[src/rtl/pin_input_reader.sv]
// ============================================================================
//  Module   : pin_input_reader
//  Brief    : Synchronises, glitch-filters and edge-detects a shared tristate
//             net; holds one edge event under a valid/ack handshake.
//  Option   : PIN_READER_TIMESTAMP_EN adds a free-running timestamp that is
//             captured into evtTime with each loaded event.
//  Revision : 1.0  initial release
// ============================================================================
`default_nettype none

module pin_input_reader #(
  parameter int FILTER_CYCLES = 4,
  parameter int CNT_W         = 3,
  parameter int TS_W          = 16
) (
  input  logic            clk,
  input  logic            rst,
  input  logic            pinIn,
  input  logic            en,
  output logic            level,
  output logic            rise,
  output logic            fall,
  output logic            evtValid,
  output logic            evtRise,
  input  logic            evtAck,
  output logic            ovr,
  input  logic            ovrClr
`ifdef PIN_READER_TIMESTAMP_EN
  ,
  output logic [TS_W-1:0] evtTime
`endif
);

  localparam logic [CNT_W-1:0] c_cnt_last = CNT_W'(FILTER_CYCLES - 1);

  if ((FILTER_CYCLES < 1) || (FILTER_CYCLES > ((1 << CNT_W) - 1)) || (TS_W < 1)) begin : g_param_check
    $error("pin_input_reader: FILTER_CYCLES must be 1..2^CNT_W-1 and TS_W >= 1");
  end

  logic             s1_q, s2_q;
  logic             level_q, level_d;
  logic [CNT_W-1:0] cnt_q, cnt_d;
  logic             rise_q, rise_d;
  logic             fall_q, fall_d;
  logic             evt_valid_q, evt_valid_d;
  logic             evt_rise_q, evt_rise_d;
  logic             ovr_q, ovr_d;
  logic             evt_load_w;
  logic             edge_w;

  // Filter: a new level is accepted only after FILTER_CYCLES consecutive mismatching samples.
  always_comb begin
    level_d = level_q;
    cnt_d   = '0;
    rise_d  = 1'b0;
    fall_d  = 1'b0;
    if (en && (s2_q != level_q)) begin
      if (cnt_q == c_cnt_last) begin
        level_d = s2_q;
        rise_d  = s2_q;
        fall_d  = ~s2_q;
      end else begin
        cnt_d = cnt_q + 1'b1;
      end
    end
  end

  assign edge_w = rise_q | fall_q;

  // An edge loads a fresh event when the slot is free or being acked this cycle.
  always_comb begin
    evt_valid_d = evt_valid_q;
    evt_rise_d  = evt_rise_q;
    evt_load_w  = 1'b0;
    ovr_d       = ovrClr ? 1'b0 : ovr_q;
    if (edge_w) begin
      if (!evt_valid_q || evtAck) begin
        evt_valid_d = 1'b1;
        evt_rise_d  = rise_q;
        evt_load_w  = 1'b1;
      end else begin
        ovr_d = 1'b1;
      end
    end else if (evtAck && evt_valid_q) begin
      evt_valid_d = 1'b0;
    end
  end

  always_ff @(posedge clk) begin
    if (rst) begin
      s1_q        <= 1'b0;
      s2_q        <= 1'b0;
      level_q     <= 1'b0;
      cnt_q       <= '0;
      rise_q      <= 1'b0;
      fall_q      <= 1'b0;
      evt_valid_q <= 1'b0;
      evt_rise_q  <= 1'b0;
      ovr_q       <= 1'b0;
    end else begin
      s1_q        <= pinIn;
      s2_q        <= s1_q;
      level_q     <= level_d;
      cnt_q       <= cnt_d;
      rise_q      <= rise_d;
      fall_q      <= fall_d;
      evt_valid_q <= evt_valid_d;
      evt_rise_q  <= evt_rise_d;
      ovr_q       <= ovr_d;
    end
  end

`ifdef PIN_READER_TIMESTAMP_EN
  logic [TS_W-1:0] ts_q;
  logic [TS_W-1:0] evt_time_q;

  always_ff @(posedge clk) begin
    if (rst) begin
      ts_q       <= '0;
      evt_time_q <= '0;
    end else begin
      ts_q <= ts_q + 1'b1;
      if (evt_load_w) begin
        evt_time_q <= ts_q;
      end
    end
  end

  assign evtTime = evt_time_q;
`else
  logic unused_load_w;
  assign unused_load_w = evt_load_w;
`endif

  assign level    = level_q;
  assign rise     = rise_q;
  assign fall     = fall_q;
  assign evtValid = evt_valid_q;
  assign evtRise  = evt_rise_q;
  assign ovr      = ovr_q;

endmodule

`default_nettype wire

[config.mk]
export PLATFORM = sky130hd
export DESIGN_NAME = pin_input_reader
export DESIGN_NICKNAME = d
export VERILOG_FILES = /design/src/rtl/pin_input_reader.sv
export SDC_FILE = /design/constraint.sdc
export NUM_CORES = 1
export LEC_CHECK = 0
export CAP_MARGIN = 20
export CELL_PAD_IN_SITES_DETAIL_PLACEMENT = 1
export CELL_PAD_IN_SITES_GLOBAL_PLACEMENT = 2
export CORE_MARGIN = 3
export CORE_UTILIZATION = 24
export DETAILED_ROUTE_END_ITERATION = 8
export HOLD_SLACK_MARGIN = 0.06
export PLACE_DENSITY_LB_ADDON = 0.05
export SETUP_SLACK_MARGIN = 0.15
export SKIP_LAST_GASP = 1
export SLEW_MARGIN = 20
export SYNTH_ARGS = -nofsm -noshare
export SYNTH_HDL_FRONTEND = slang
export SYNTH_SLANG_ARGS = --single-unit
export TNS_END_PERCENT = 1
[constraint.sdc]
create_clock -name clk -period 1.6 [get_ports clk]
set_input_delay 0.16 -clock clk [delete_from_list [all_inputs] [get_ports clk]]
set_output_delay 0.16 -clock clk [all_outputs]
set_load 0.02 [all_outputs]
After elaboration in Yosys (flattened, before gate mapping) --
Cells that the tools add are included.
Cells by class: bitwise logic cells 4, reductions and logical operators 10, add/sub/neg operators 1, equal/unequal tests 3, mux-type cells 6
Operator list (number):
- 2-to-1 mux 1 bit | 6
- AND reduction 2 bit | 3
- OR reduction 3 bit | 2
- adder 3 x 1 -> 3 bit (second input constant) | 1
- equality test 3 x 2 -> 1 bit (second input constant) | 1
- inverter 1 bit | 3
- logical AND 1 bit | 2
- != test 2 x 1 -> 1 bit (second input constant) | 1
- nonzero test 2 bit | 1
- zero test 1 bit | 1
- logical OR 1 bit | 1
- != test 1 bit | 1
- bitwise OR 1 bit | 1
Word-level totals: bits in registers 11, logic and storage cells 33, input bits 6, output and inout bits 6

Depth between registers and ports, before layout --
Gate-level depths: netlist of the first run.
word-level depth 4, gate-level depth with buffers 5, depth with buffers taken out 5

Least setup slack after synthesis of the first run --
No wires, ideal clock.
path type flip-flop to flip-flop, start point register cnt_q[0], end point register cnt_q[0], arrival 1.306 ns, setup slack 0.229 ns, library setup time 0.065 ns, cell stages (with the launch flop) 5, buffers on the path 0, cells stage by stage dfxtp_1 > ha_1 > ha_1 > or4b_4 > nor2_1
On the way: cells in the longest elaborated chain, start to end 2
RTL lines:
- start, declared | RTL line 42 | logic [CNT_W-1:0] cnt_q, cnt_d;
- start signal, assigned | RTL line 104 | cnt_q <= cnt_d;
- branches (longest 2 deep; another with adder 3 x 1 -> 3 bit)
Several ways; the timed one is not identified. A chain may end at the register's enable or synchronous reset.

Worst setup path in the final report of the first run --
Ends and elaborated chain as after synthesis.

==> impl_metrics.json, run 1 <==
{
  "grt_pass1_vias": 341,
  "die_h_um": 46.5,
  "clkSinkCount": 11,
  "period_minus_slack_ns": 1.43,
  "grt_setup_unrepaired": "true",
  "total_power_uw": 483,
  "fin_util_pct": 38.1,
  "finClkSkew_ns": 0.000182,
  "worstHoldPathCells": 1,
  "cts_hold_buf": 0,
  "port-buffer-count": 11,
  "drc": 0,
  "regToRegEndpoint": "cnt_q[0]$_SDFF_PP0_",
  "ctsRootBufferMaster": "clkbuf_4",
  "syn-mean-instance-area_um2": 9.85,
  "grt_max_degree": 8,
  "yosys_warnings": 0,
  "path_max_fanout": 4,
  "fin_setup_tns_ns": 0,
  "final-setup-viol-count": 0,
  "avgRoutedWirePerCell_um": 12.0,
  "syn_to_final_growth_pct": 47.3,
  "ctsHtreeMaxLevel": 1,
  "syn_nets": 48,
  "relSlewSlack_pct": 84.9,
  "drv_slew": 0,
  "worst_slack_ns": 0.171,
  "worst_pin_slew_ns": 0.226,
  "multi_input_area_um2": 183,
  "cts_setup_buffers": 0,
  "synth_seq_cells": 11,
  "peakVddDrop_mv": 0.430,
  "powerDensity_nw_per_um2": 832,
  "gp_congestion": 0.763,
  "netlist_area_um2": 394,
  "synth_cells": 40,
  "hp-start": "cnt_q[0]$_SDFF_PP0_",
  "dp_hpwl_um": 700,
  "grt_pass1_wl_um": 1420,
  "core_area_um2": 1520,
  "hold_path_end": "cnt_q[0]$_SDFF_PP0_",
  "drive_gt1_share_pct": 17.9,
  "r2r_setup_slack_ns": 0.17,
  "r2r_cells": 4,
  "vias_per_cell": 4.51,
  "drv_cap": 0,
  "clkLatencyLatePin_ns": 0.26,
  "die_w_um": 46.5,
  "cp-start-kind": "flop",
  "seq_area_um2": 221,
  "finalCritPeriodShare_pct": 89.3,
  "die_area_um2": 2160,
  "final_cell_mix": "dfxtp_1, clkdlybuf4s50_1, a21oi_1",
  "min_path_type": "reg -> reg",
  "wirelength_um": 867,
  "cp_data_required_time_ns": 1.80,
  "cts.clk_slew.worst_paths_ns": 0.06,
  "synth_cell_types": 14,
  "cts_tree": "done",
  "diodes": 0,
  "regToRegStartpoint": "cnt_q[0]$_SDFF_PP0_",
  "final_area_um2": 581,
  "filler_cell_count": 174,
  "layout_commonest_cell": "dfxtp_1",
  "firstDrtPassIters": 1,
  "arrival_ns": 1.63,
  "dp_slack_ns": 0.139,
  "fmax_mhz": 700,
  "grt_overflow": 0,
  "final_nets": 65,
  "cp-end-kind": "flop",
  "pin_count": 12,
  "start_util_pct": 25.9,
  "placed_cell_area_um2": 532,
  "worstSetupPathType": "reg -> reg",
  "cts_made_buffers": 3,
  "num_vias": 325,
  "hold_viol_final": 0,
  "grt_util_all_layers_pct": 10.5,
  "outcome": "completed",
  "final_antenna_net_count": 0,
  "drt-initial-drc-count": 0,
  "antenna_found_initial": 0,
  "row_count": 14,
  "ys_seq_area_share_pct": 55.9,
  "cts_buffer_depth": 2,
  "p_leak_nw": 0.219
}
metal layers:
layer	share of wire, %	routed length, um	GRT usage (%)
met1	42	364	9.98
met2	49	428	16.2
met3	7.2	62	4.69
met4	1.2	10	10.2
met5	0	0	0
stage by stage:
stage | hold WS (ns) | cells
after CTS | 0.442 | 72
after floorplan | 0.229 | 40
after global placement | 0.402 | 68
final | 0.421 | 72
after global routing | 0.435 | 72
after detailed placement | 0.431 | 68
report_power, final:
group          total, mW  leakage (nW)  switching, mW  internal [mW]
clock network      0.180        0.0150         0.0840         0.0963
logic             0.0240         0.114        0.00750         0.0165
registers          0.278        0.0895        0.00190          0.277
total              0.483         0.219         0.0934          0.389
layout make-up:
type / count / area share (%)
inverter: 3 / 1.94
multi-input combinational: 26 / 31.5
clock buffer: 4 / 4.53
timing repair buffer: 12 / 20.5
tap: 16 / 3.45
sequential: 11 / 38.1
logic make-up (layout without fill, tap and decap cells):
| group | after synthesis | count (layout) | synth area share, % |
|---|---|---|---|
| simple gates | 17 | 17 | 25.1 |
| flops | 11 | 11 | 55.9 |
| compound gates | 6 | 6 | 7.62 |
| buf+inv | 3 | 19 | 2.86 |
| fa+ha+maj | 2 | 2 | 6.35 |
| xor+xnor | 1 | 1 | 2.22 |
Yosys cell counts:
library cell | number | area [um^2]
nand2b_1 | 2 | 12.5
inv_1 | 3 | 11.3
ha_1 | 2 | 25.0
or4b_4 | 1 | 13.8
dfxtp_1 | 11 | 220
o21ai_0 | 2 | 10.0
nor2b_1 | 3 | 18.8
nand2_1 | 3 | 11.3
nand3b_1 | 1 | 7.51
nand3_1 | 1 | 5.00
nor2_1 | 4 | 15.0
a21oi_1 | 4 | 20.0
nor3b_1 | 2 | 15.0
xnor2_1 | 1 | 8.76
sequential cells by signal, indices dropped and copies added (netlist names):
signal and cells:
level 1, s1_q 1, fall 1, rise 1, evtRise 1, ovr 1
evtValid 1, s2_q 1, cnt_q 3
critical path, stage by stage (launching register included):
cell     delay (ns)
dfxtp_2        0.33
ha_1           0.22
ha_4           0.18
or4b_4         0.54
nor2_2         0.09
worst max-delay path by stage:
| stage | cells past startpoint | endpoint | slack [ns] | startpoint |
|---|---|---|---|---|
| final | 4 | cnt_q[0]$_SDFF_PP0_ | 0.17 | cnt_q[0]$_SDFF_PP0_ |
| after global routing | 4 | cnt_q[0]$_SDFF_PP0_ | 0.12 | cnt_q[0]$_SDFF_PP0_ |
| after CTS | 4 | cnt_q[1]$_SDFF_PP0_ | 0.12 | cnt_q[0]$_SDFF_PP0_ |
| after detailed placement | 4 | cnt_q[1]$_SDFF_PP0_ | 0.14 | cnt_q[0]$_SDFF_PP0_ |
| after global placement | 4 | cnt_q[1]$_SDFF_PP0_ | 0.19 | cnt_q[0]$_SDFF_PP0_ |
| after floorplan | 4 | cnt_q[0]$_SDFF_PP0_ | 0.23 | cnt_q[0]$_SDFF_PP0_ |
repair_timing:
action,CTS,global route
pin swaps,0,1
setup endpoints to repair,4,6
resized for setup,1,7
No activity file was read; power rests on OpenSTA's default activity.
==> inputs of run 2 (changes only) <==
Settings changed: HOLD_SLACK_MARGIN 0.06 to 0.03.
==> results of run 2 <==
No change in the layout: final DEF, timing and power equal those of run 1.
==> inputs of run 3 (changes only) <==
Settings changed: RECOVER_POWER from default to 50.
==> impl_metrics.json, run 3 (same netlist as run 1, synthesis figures left out) <==
{
  "cp_top_family": "simple AND/OR/NAND/NOR gates",
  "period_minus_slack_ns": 1.43,
  "pin_count": 12,
  "final_antenna_net_count": 0,
  "regToRegStartpoint": "cnt_q[0]$_SDFF_PP0_",
  "firstDrtPassIters": 1,
  "cts.clk_slew.worst_paths_ns": 0.06,
  "drt-initial-drc-count": 0,
  "p_leak_nw": 0.194,
  "intPower_uw": 388,
  "regToRegEndpoint": "cnt_q[0]$_SDFF_PP0_",
  "crit_slowest_cell": "or4b_4",
  "drv_slew": 0,
  "outcome": "completed",
  "worstSetupPathType": "reg -> reg",
  "syn_to_final_growth_pct": 43.8,
  "largest_reg_flops": 3,
  "clkSinkCount": 11,
  "cp_data_required_time_ns": 1.80,
  "final_nets": 65,
  "final_cell_mix": "dfxtp_1, clkdlybuf4s50_1, a21oi_1",
  "dp_hpwl_um": 700,
  "cp-end-kind": "flop",
  "drc": 0,
  "gp_congestion": 0.763,
  "antenna_found_initial": 0,
  "cts_hold_buf": 0,
  "ctsHtreeMaxLevel": 1,
  "grt_util_all_layers_pct": 10.5,
  "grt_max_degree": 8,
  "grt_setup_unrepaired": "true",
  "cts_made_buffers": 3,
  "cts_buffer_depth": 2,
  "core_area_um2": 1520,
  "die_h_um": 46.5,
  "worstHoldPathCells": 1,
  "ctsRootBufferMaster": "clkbuf_4",
  "hold_viol_final": 0,
  "start_util_pct": 25.9,
  "drv_cap": 0,
  "cp.buffers_inverters": 0,
  "wirelength_um": 868,
  "finClkSkew_ns": 0.000182,
  "min_path_type": "reg -> reg",
  "p_seq_share_pct": 57.9,
  "vias_per_cell": 4.51,
  "clkPwrFrac_pct": 37.5,
  "avgRoutedWirePerCell_um": 12.1,
  "cp-start-kind": "flop",
  "grt_pass1_vias": 341,
  "port-buffer-count": 11,
  "grt_pass1_wl_um": 1420,
  "relSlewSlack_pct": 79.6,
  "arrival_ns": 1.64,
  "hold_path_end": "s2_q$_SDFF_PP0_",
  "fin_setup_tns_ns": 0,
  "row_count": 14,
  "r2r_cells": 4,
  "p_switching_uw": 93.4,
  "worst_pin_slew_ns": 0.306,
  "clkLatencyLatePin_ns": 0.26,
  "hold_slack_ns": 0.447,
  "final-setup-viol-count": 0,
  "fmax_mhz": 697,
  "cts_tree": "done",
  "hp-start": "s1_q$_SDFF_PP0_",
  "fin_util_pct": 37.2,
  "die_w_um": 46.5,
  "path_max_fanout": 4,
  "cts_setup_buffers": 0,
  "layout_commonest_cell": "dfxtp_1",
  "r2r_setup_slack_ns": 0.17,
  "peakVddDrop_mv": 0.430,
  "finalCritPeriodShare_pct": 89.6,
  "die_area_um2": 2160,
  "powerDensity_nw_per_um2": 849,
  "p_sw_share_pct": 19.4,
  "num_vias": 325,
  "diodes": 0,
  "largest-register": "cnt_q",
  "crit_path_max_incr_delay_ns": 0.54,
  "drive_gt1_share_pct": 14.3,
  "path_cells": "ha_1 -> ha_4 -> or4b_4 -> nor2_2",
  "pwr-share-comb_pct": 4.7,
  "grt_overflow": 0
}
==> run 3: stage by stage <==
stage                     area, um^2  total power [mW]  std cells  worst slack, ns
after floorplan                  394             0.289         40            0.229
after global placement           532             0.307         68            0.192
after detailed placement         532             0.309         68            0.139
after CTS                        557             0.497         72            0.124
after global routing             567             0.518         72            0.113
final                            567             0.481         72            0.166
==> run 3: routing by layer <==
layer  up-vias  part of all wire, %  global-route usage, %
met3         2                  7.4                   4.69
met1       147                   42                   9.98
met5         -                    0                      0
met4         0                  1.2                   10.2
li1        164                    -                      -
met2        12                   49                   16.2
==> run 3: final cells by class <==
type / count / area [um^2]
inverters: 3 / 11.3
well taps: 16 / 20.0
clock buffers: 4 / 26.3
multi-input cells: 26 / 183
flip-flops and latches: 11 / 220
fillers: 178 / 957
repair buffers: 12 / 106
==> run 3: worst reg2reg max path: stages (launching register included) <==
cell     delay (ns)
dfxtp_1        0.33
ha_1           0.23
ha_4           0.18
or4b_4         0.54
nor2_2         0.09
==> run 3: worst max path at each step <==
stage | start | endpoint | cells after the start
finish | cnt_q[0]$_SDFF_PP0_ | cnt_q[0]$_SDFF_PP0_ | 4
global route | cnt_q[0]$_SDFF_PP0_ | cnt_q[1]$_SDFF_PP0_ | 4
CTS | cnt_q[0]$_SDFF_PP0_ | cnt_q[1]$_SDFF_PP0_ | 4
detailed placement | cnt_q[0]$_SDFF_PP0_ | cnt_q[1]$_SDFF_PP0_ | 4
global placement | cnt_q[0]$_SDFF_PP0_ | cnt_q[1]$_SDFF_PP0_ | 4
floorplan | cnt_q[0]$_SDFF_PP0_ | cnt_q[0]$_SDFF_PP0_ | 4
==> run 3: power by group through the flow <==
stage	Clock (mW)	Combinational [mW]	Sequential [mW]
floorplan	0	0.00527	0.284
global placement	0	0.0230	0.284
detailed placement	0	0.0239	0.285
CTS	0.195	0.0241	0.278
global route	0.216	0.0243	0.278
finish	0.180	0.0224	0.278
==> run 3: what timing repair did <==
item                       4_1_cts  5_1_grt
pin swaps                        0        1
resized for setup                1        7
setup endpoints to repair        4        6
